**src/rtl/fetch_pc_unit_pkg.sv**
```systemverilog
// Shared types for the fetch stage: instruction words, fetch-queue entries,
// the fetch FSM state encoding and a saturating counter helper.
package fetch_pc_unit_pkg;

    typedef logic [31:0] word_t;

    typedef struct packed {
        word_t instr;
        word_t pc;
        logic  pred_taken;
        word_t pred_target;
    } fq_entry_t;

    typedef enum logic [1:0] {
        BOOT  = 2'd0,
        FETCH = 2'd1,
        FULL  = 2'd2
    } fetch_state_t;

    localparam word_t WORD_MAX = 32'hFFFF_FFFF;

    // Increment that sticks at the all-ones value instead of wrapping.
    function automatic word_t sat_inc(input word_t value);
        return (value == WORD_MAX) ? value : value + 32'd1;
    endfunction

endpackage

```
**src/rtl/fetch_pc_unit_queue.sv**
```systemverilog
// fetch_queue: small synchronous FIFO of fq_entry_t between fetch and decode.
// Flush has priority over push and pop. The head entry is read straight from
// the register array so a pushed entry is visible the cycle after the push.
module fetch_queue
    import fetch_pc_unit_pkg::*;
#(
    parameter int FQ_DEPTH = 4
) (
    input  logic                      clk,
    input  logic                      srst,
    input  logic                      push,
    input  logic                      pop,
    input  logic                      flush,
    input  fq_entry_t                 push_data,
    output fq_entry_t                 head,
    output logic [$clog2(FQ_DEPTH):0] count,
    output logic                      full,
    output logic                      empty
);

    localparam int PW = $clog2(FQ_DEPTH);
    localparam int CW = PW + 1;

    fq_entry_t         mem_reg [FQ_DEPTH];
    logic [PW-1:0]     wr_ptr_reg;
    logic [PW-1:0]     rd_ptr_reg;
    logic [CW-1:0]     count_reg;
    logic              push_ok;
    logic              pop_ok;

    assign full    = (count_reg == CW'(FQ_DEPTH));
    assign empty   = (count_reg == '0);
    assign push_ok = push && !full && !flush;
    assign pop_ok  = pop && !empty && !flush;
    assign count   = count_reg;
    assign head    = mem_reg[rd_ptr_reg];

    // Per-slot storage; cleared on reset so the head reads as zero afterwards.
    for (genvar gi = 0; gi < FQ_DEPTH; gi++) begin : g_slot
        always_ff @(posedge clk) begin
            if (srst) begin
                mem_reg[gi] <= '0;
            end else if (push_ok && (wr_ptr_reg == PW'(gi))) begin
                mem_reg[gi] <= push_data;
            end
        end
    end

    // Pointer and occupancy tracking; pointers wrap naturally (power-of-two depth).
    always_ff @(posedge clk) begin
        if (srst || flush) begin
            wr_ptr_reg <= '0;
            rd_ptr_reg <= '0;
            count_reg  <= '0;
        end else begin
            if (push_ok) begin
                wr_ptr_reg <= wr_ptr_reg + PW'(1);
            end
            if (pop_ok) begin
                rd_ptr_reg <= rd_ptr_reg + PW'(1);
            end
            case ({push_ok, pop_ok})
                2'b10:   count_reg <= count_reg + CW'(1);
                2'b01:   count_reg <= count_reg - CW'(1);
                default: count_reg <= count_reg;
            endcase
        end
    end

endmodule

```
**src/rtl/fetch_pc_unit.sv**
```systemverilog
// fetch_pc_unit: owns the fetch PC, issues instruction reads, chooses the next
// PC from the btb prediction or a backend redirect, and queues fetched words
// toward decode. Optional perf counters are built when FETCH_PERF_EN is defined.
// nRST is an active-high synchronous reset despite its name.
module fetch_pc_unit
    import fetch_pc_unit_pkg::*;
#(
    parameter logic [31:0] RESET_PC = 32'h0000_0000,
    parameter int          FQ_DEPTH = 4
) (
    input  logic        CLK,
    input  logic        nRST,
    output logic [31:0] pc_fetch,
    input  logic        btb_hit,
    input  logic [31:0] btb_target,
    output logic        imem_req,
    output logic [31:0] imem_addr,
    input  logic        imem_ready,
    input  logic [31:0] imem_rdata,
    input  logic        redirect_valid,
    input  logic [31:0] redirect_pc,
    output logic        fq_valid,
    input  logic        fq_ready,
    output logic [31:0] fq_instr,
    output logic [31:0] fq_pc,
    output logic        fq_pred_taken,
`ifdef FETCH_PERF_EN
    output logic [31:0] fq_pred_target,
    output logic [31:0] perf_fetch_cnt,
    output logic [31:0] perf_stall_cnt,
    output logic [31:0] perf_taken_cnt,
    output logic [31:0] perf_flush_cnt
`else
    output logic [31:0] fq_pred_target
`endif
);

    localparam int CW = $clog2(FQ_DEPTH) + 1;

    fetch_state_t  state_reg;
    word_t         pc_reg;
    logic          fire;
    logic          pop;
    logic          fq_full;
    logic          fq_empty;
    logic [CW-1:0] fq_count;
    fq_entry_t     push_entry;
    fq_entry_t     head_entry;

    // A full queue suppresses the request even in FETCH so nothing is dropped.
    assign imem_req  = (state_reg == FETCH) && !fq_full;
    assign fire      = imem_req && imem_ready && !redirect_valid;
    assign pop       = fq_valid && fq_ready;
    assign pc_fetch  = pc_reg;
    assign imem_addr = pc_reg;

    assign push_entry.instr       = imem_rdata;
    assign push_entry.pc          = pc_reg;
    assign push_entry.pred_taken  = btb_hit;
    assign push_entry.pred_target = btb_hit ? btb_target : 32'd0;

    assign fq_valid       = !fq_empty;
    assign fq_instr       = head_entry.instr;
    assign fq_pc          = head_entry.pc;
    assign fq_pred_taken  = head_entry.pred_taken;
    assign fq_pred_target = head_entry.pred_target;

    fetch_queue #(
        .FQ_DEPTH (FQ_DEPTH)
    ) u_fetch_queue (
        .clk       (CLK),
        .srst      (nRST),
        .push      (fire),
        .pop       (pop),
        .flush     (redirect_valid),
        .push_data (push_entry),
        .head      (head_entry),
        .count     (fq_count),
        .full      (fq_full),
        .empty     (fq_empty)
    );

    // Next-PC selection: redirect (word aligned) beats the btb, which beats PC+4.
    always_ff @(posedge CLK) begin
        if (nRST) begin
            pc_reg <= RESET_PC;
        end else if (redirect_valid) begin
            pc_reg <= {redirect_pc[31:2], 2'b00};
        end else if (fire) begin
            pc_reg <= btb_hit ? btb_target : pc_reg + 32'd4;
        end
    end

    // Fetch FSM. A pop in the same cycle the queue is seen full keeps fetching,
    // otherwise FULL would wait for a second pop that may never come.
    always_ff @(posedge CLK) begin
        if (nRST) begin
            state_reg <= BOOT;
        end else if (redirect_valid) begin
            state_reg <= FETCH;
        end else begin
            case (state_reg)
                BOOT:    state_reg <= FETCH;
                FETCH:   state_reg <= ((fq_count == CW'(FQ_DEPTH)) && !pop) ? FULL : FETCH;
                FULL:    state_reg <= pop ? FETCH : FULL;
                default: state_reg <= BOOT;
            endcase
        end
    end

`ifdef FETCH_PERF_EN
    logic [31:0] perf_fetch_reg;
    logic [31:0] perf_stall_reg;
    logic [31:0] perf_taken_reg;
    logic [31:0] perf_flush_reg;

    assign perf_fetch_cnt = perf_fetch_reg;
    assign perf_stall_cnt = perf_stall_reg;
    assign perf_taken_cnt = perf_taken_reg;
    assign perf_flush_cnt = perf_flush_reg;

    // Saturating event counters for fetches, stalls, predicted-taken pushes and flushes.
    always_ff @(posedge CLK) begin
        if (nRST) begin
            perf_fetch_reg <= '0;
            perf_stall_reg <= '0;
            perf_taken_reg <= '0;
            perf_flush_reg <= '0;
        end else begin
            if (fire) begin
                perf_fetch_reg <= sat_inc(perf_fetch_reg);
            end
            if ((state_reg == FULL) || (imem_req && !imem_ready)) begin
                perf_stall_reg <= sat_inc(perf_stall_reg);
            end
            if (fire && btb_hit) begin
                perf_taken_reg <= sat_inc(perf_taken_reg);
            end
            if (redirect_valid) begin
                perf_flush_reg <= sat_inc(perf_flush_reg);
            end
        end
    end
`endif

endmodule

```
**config.mk**
```make
export PLATFORM = sky130hd
export DESIGN_NAME = fetch_pc_unit
export DESIGN_NICKNAME = d
export VERILOG_FILES = /design/src/rtl/fetch_pc_unit_pkg.sv /design/src/rtl/fetch_pc_unit_queue.sv /design/src/rtl/fetch_pc_unit.sv
export SDC_FILE = /design/constraint.sdc
export NUM_CORES = 1
export LEC_CHECK = 0
export ABC_AREA = 0
export CORE_UTILIZATION = 45
export CTS_CLUSTER_SIZE = 28
export DETAILED_ROUTE_END_ITERATION = 10
export PLACE_DENSITY_LB_ADDON = 0.1
export SLEW_MARGIN = 10
export SYNTH_ARGS = -nofsm -noshare
export SYNTH_HDL_FRONTEND = slang
export SYNTH_HIERARCHICAL = 1
export SYNTH_SLANG_ARGS = --single-unit
```
**constraint.sdc**
```tcl
create_clock -name CLK -period 10.7 [get_ports CLK]
set_clock_uncertainty 0.2 [all_clocks]
set_input_delay 3.21 -clock CLK [delete_from_list [all_inputs] [get_ports CLK]]
set_output_delay 3.21 -clock CLK [all_outputs]
set_load 0.05 [all_outputs]
```
==> metrics.txt <==
# TYPE chip_impl_metric gauge
chip_impl_metric{name="floorplan_die_area",unit="um2"} 45200
chip_impl_metric{name="top_level_ports",unit=""} 265
chip_impl_info{name="post-synth-top-count-cell",value="sky130_fd_sc_hd__nor2_1"} 1
chip_impl_metric{name="final_min_period_over_clock_period",unit="%"} 68.4
chip_impl_info{name="netlist_top_cells_area",value="sky130_fd_sc_hd__edfxtp_1 58%, sky130_fd_sc_hd__mux4_2 11%, sky130_fd_sc_hd__nor2_1 7.8%"} 1
chip_impl_metric{name="synth_top_area_share",unit="%"} 58.3
chip_impl_metric{name="fmax",unit="MHz"} 137
chip_impl_metric{name="die_height",unit="um"} 213
chip_impl_metric{name="worst_path_largest_cell_delay",unit="ns"} 0.81
chip_impl_info{name="regToRegEndpoint",value="u_fetch_queue/mem_reg[0][19]$_SDFFCE_PN0P_"} 1
chip_impl_metric{name="cts_setup_buffers",unit=""} 0
chip_impl_info{name="unrepaired_setup_endpoints_after_global_routing",value="false"} 1
chip_impl_metric{name="path_max_fanout",unit=""} 51
chip_impl_metric{name="post-route-drc-count",unit=""} 0
chip_impl_info{name="cp-start-kind",value="input port"} 1
chip_impl_info{name="critical_path.endpoint_type",value="flop"} 1
chip_impl_info{name="post-synth-top-area-cell",value="sky130_fd_sc_hd__edfxtp_1"} 1
chip_impl_info{name="critPathMostFrequentCell",value="sky130_fd_sc_hd__buf_4"} 1
chip_impl_metric{name="finish.net_count",unit=""} 1803
chip_impl_metric{name="grt_pass1_wl",unit="mm"} 79.5
chip_impl_metric{name="flow.area_growth_from_synthesis",unit="%"} 19.4
chip_impl_metric{name="report.final.setup_viol",unit=""} 0
chip_impl_metric{name="synth.distinct_cells",unit=""} 60
chip_impl_metric{name="num_antenna_cells",unit=""} 0
chip_impl_info{name="netlist_top_cells_count",value="417 x sky130_fd_sc_hd__nor2_1, 388 x sky130_fd_sc_hd__edfxtp_1, 105 x sky130_fd_sc_hd__nand2b_1, 97 x sky130_fd_sc_hd__mux4_2, 68 x sky130_fd_sc_hd__buf_4"} 1
chip_impl_metric{name="largest_net_degree_at_the_start_of_global_routing",unit=""} 82
chip_impl_metric{name="final_hold_viol_count",unit=""} 0
chip_impl_metric{name="clock_insertion_delay_worst_skew",unit="ns"} 0.58
chip_impl_metric{name="number_of_antenna_violations_at_the_first_check_in_global_routing",unit=""} 1
chip_impl_metric{name="largest_reg_flops",unit=""} 388
chip_impl_metric{name="yosys_register_bits",unit=""} 431
chip_impl_metric{name="maxSlewHeadroom",unit="%"} 36.1
chip_impl_metric{name="synth_enable_flop_cells",unit=""} 388
chip_impl_metric{name="worst_ir_drop_vdd",unit="mV"} 0.0990
chip_impl_info{name="kind_of_cell_adding_the_most_delay_to_the_critical_path",value="simple AND/OR/NAND/NOR gates"} 1
chip_impl_metric{name="cts_num_sinks",unit=""} 431
chip_impl_info{name="status",value="finished clean"} 1
chip_impl_metric{name="worstPathBufferInverterCount",unit=""} 3
chip_impl_metric{name="max_cap_viol_count",unit=""} 0
chip_impl_metric{name="layout-drive-gt1-share",unit="%"} 11.9
chip_impl_metric{name="min_clock_period_post_route",unit="ns"} 7.32
chip_impl_metric{name="cts_max_level",unit=""} 2
chip_impl_metric{name="drt_iter0_drc",unit=""} 952
chip_impl_info{name="most_instantiated_flip_flop_cell_in_the_synthesis_netlist",value="sky130_fd_sc_hd__edfxtp_1"} 1
chip_impl_metric{name="ys_seq_area_share",unit="%"} 62.6
chip_impl_metric{name="worst_hold_slack",unit="ns"} 0.286
chip_impl_metric{name="core.rowCount",unit=""} 76
chip_impl_metric{name="synthArstFlopShare",unit="%"} 0
chip_impl_info{name="r2r-start",value="u_fetch_queue/count[0]$_SDFFE_PP0P_"} 1
chip_impl_metric{name="synthesis.area_per_instance",unit="um2"} 13.1
chip_impl_metric{name="powerDensity",unit="nW/um2"} 160
chip_impl_metric{name="track_usage",unit="%"} 24.0
chip_impl_metric{name="vias_per_cell",unit=""} 5.48
chip_impl_metric{name="drt.antenna.violating_nets",unit=""} 0
chip_impl_metric{name="share_of_the_core_filled_with_cells_in_the_final_layout",unit="%"} 54.9
chip_impl_metric{name="gp_congestion",unit=""} 0.773
chip_impl_metric{name="leakagePower",unit="nW"} 7.82
chip_impl_metric{name="portBuffers",unit=""} 262
chip_impl_metric{name="tns_setup",unit="ns"} 0
chip_impl_metric{name="r2r_setup_slack",unit="ns"} 5.38
chip_impl_metric{name="synthesis.nets",unit=""} 1638
chip_impl_info{name="path_cells",value="clkdlybuf4s50_1 > nand4bb_1 > buf_4 > nor2_1 > nor2b_1 > nand3_4 > nand2b_4 > buf_4"} 1
chip_impl_metric{name="floorplan.core_area",unit="um2"} 43500
chip_impl_metric{name="route.final.wire_length",unit="mm"} 53.1
chip_impl_metric{name="starting_density",unit="%"} 46.0
chip_impl_metric{name="cts_buf_count",unit=""} 47
chip_impl_metric{name="synth.yosys.warnings",unit=""} 6
chip_impl_metric{name="wl_per_cell",unit="um"} 23.0
chip_impl_metric{name="die_width",unit="um"} 213
chip_impl_metric{name="ctsResizeCount",unit=""} 0
chip_impl_info{name="worstHoldStart",value="u_fetch_queue/rd_ptr_reg[0]$_SDFFE_PP0P_"} 1
chip_impl_metric{name="first_global_vias",unit=""} 12900
chip_impl_info{name="slowest_stage",value="sky130_fd_sc_hd__nand3_4"} 1
chip_impl_metric{name="critPathRequiredTime",unit="ns"} 10.70
chip_impl_metric{name="tightestPinTransition",unit="ns"} 0.956
chip_impl_metric{name="globalRouteOverflowTotal",unit=""} 0
chip_impl_metric{name="syn-cell-area",unit="um2"} 20000
chip_impl_metric{name="length_of_the_first_detailed_routing_pass_in_iterations",unit=""} 5
chip_impl_info{name="crit_type",value="input port to flop"} 1
chip_impl_metric{name="min_path_cells",unit=""} 2
chip_impl_metric{name="synthesis.instances",unit=""} 1529
chip_impl_metric{name="drv_slew",unit=""} 0
chip_impl_info{name="min-delay-path-class",value="flop to flop"} 1
chip_impl_metric{name="clock_tree.buffer_depth",unit=""} 3
chip_impl_metric{name="r2r_cells",unit=""} 9
chip_impl_info{name="cts_root_buffer",value="sky130_fd_sc_hd__clkbuf_16"} 1
chip_impl_info{name="cts_tree",value="yes"} 1
chip_impl_metric{name="critical_path_arrival",unit="ns"} 7.32
chip_impl_metric{name="cts.clk_slew.worst_paths",unit="ns"} 0.05
chip_impl_metric{name="vias_after_detailed_routing",unit=""} 12700
chip_impl_metric{name="hold_buffers",unit=""} 0
chip_impl_metric{name="hpwlAfterDp",unit="mm"} 31.7
[worst min-delay path, stage by stage (launching register included)]
cell,delay (ns)
sky130_fd_sc_hd__dfxtp_1,0.31
sky130_fd_sc_hd__nand2_1,0.07
sky130_fd_sc_hd__mux2i_1,0.06
[report_power, final]
part	total [W]	switching [W]	internal, W
Sequential	0.00192	0.0000340	0.00189
Clock	0.00153	0.000645	0.000887
Combinational	0.000366	0.000238	0.000129
Total	0.00382	0.000917	0.00290
[logic make-up after synthesis]
family	Yosys count	synth area share (%)
and+or+nand+nor	674	15.7
DFF	431	62.6
buffers and inverters	185	5.74
AOI/OAI and AO/OA	108	3.32
muxes	102	11.2
xor gates and xnor gates	22	0.964
adders and majority gates	7	0.476
[cell type report]
cell class                 instances  area, um2
multi-input combinational        913       6350
sequential                       431      12500
clock buffer                      71       1350
timing repair buffer             283       2770
tap                              585        732
inverter                          18       67.6
fill                            3772      19600
clock inverter                    11       75.1
[per-layer routing]
metal | up-vias | routed length (um) | global-route usage [%]
li1 | 5758 | - | -
met1 | 6418 | 22300 | 32.0
met2 | 424 | 26100 | 40.0
met3 | 75 | 3430 | 4.69
met4 | 2 | 1180 | 6.55
met5 | - | 17 | 0
[stage by stage]
step | instances | power (W) | setup slack (ns) | area, um2
2_1_floorplan | 1529 | 0.00219 | 3.47 | 20000
3_3_place_gp | 2230 | 0.00232 | 2.88 | 22400
6_report | 2312 | 0.00382 | 3.38 | 23900
5_1_grt | 2312 | 0.00394 | 3.21 | 23900
3_5_place_dp | 2230 | 0.00233 | 2.83 | 22400
4_1_cts | 2312 | 0.00386 | 3.43 | 23900
[how the worst max path moves through the flow]
| stage | start | endpoint | slack, ns | cells past startpoint |
|---|---|---|---|---|
| 4_1_cts | imem_ready | u_fetch_queue/mem_reg[0][19]$_SDFFCE_PN0P_ | 3.43 | 8 |
| 3_3_place_gp | imem_ready | u_fetch_queue/mem_reg[0][74]$_SDFFCE_PN0P_ | 2.88 | 8 |
| 2_1_floorplan | imem_ready | u_fetch_queue/mem_reg[0][0]$_SDFFCE_PN0P_ | 3.47 | 9 |
| 6_report | imem_ready | u_fetch_queue/mem_reg[0][19]$_SDFFCE_PN0P_ | 3.38 | 8 |
| 5_1_grt | imem_ready | u_fetch_queue/mem_reg[0][71]$_SDFFCE_PN0P_ | 3.21 | 8 |
| 3_5_place_dp | imem_ready | u_fetch_queue/mem_reg[0][74]$_SDFFCE_PN0P_ | 2.83 | 8 |
[layout by cell type (no fill, tap or decap), types with 4 or more instances in the layout]
| cell | instances |
|---|---|
| sky130_fd_sc_hd__nand3_4 | 5 |
| sky130_fd_sc_hd__dfxtp_1 | 41 |
| sky130_fd_sc_hd__a21oi_1 | 51 |
| sky130_fd_sc_hd__clkbuf_1 | 18 |
| sky130_fd_sc_hd__mux2i_1 | 4 |
| sky130_fd_sc_hd__o21ai_0 | 13 |
| sky130_fd_sc_hd__nand2_1 | 53 |
| sky130_fd_sc_hd__clkbuf_8 | 4 |
| sky130_fd_sc_hd__clkbuf_16 | 49 |
| sky130_fd_sc_hd__nor2_1 | 417 |
| sky130_fd_sc_hd__xnor2_1 | 5 |
| sky130_fd_sc_hd__edfxtp_1 | 388 |
| sky130_fd_sc_hd__nand4_1 | 13 |
| sky130_fd_sc_hd__and2_1 | 30 |
| sky130_fd_sc_hd__nand3_1 | 13 |
| sky130_fd_sc_hd__and3_1 | 4 |
| sky130_fd_sc_hd__a221oi_1 | 4 |
| sky130_fd_sc_hd__nand2b_4 | 4 |
| sky130_fd_sc_hd__xor2_1 | 17 |
| sky130_fd_sc_hd__clkinv_1 | 6 |
| sky130_fd_sc_hd__ha_1 | 6 |
| sky130_fd_sc_hd__mux4_2 | 97 |
| sky130_fd_sc_hd__clkdlybuf4s50_1 | 259 |
| sky130_fd_sc_hd__o22ai_1 | 17 |
| sky130_fd_sc_hd__buf_4 | 22 |
| sky130_fd_sc_hd__inv_1 | 18 |
| sky130_fd_sc_hd__nand2b_1 | 101 |
| sky130_fd_sc_hd__nor3_1 | 6 |
| sky130_fd_sc_hd__or3_1 | 6 |
(Power assumes the default switching activity.)
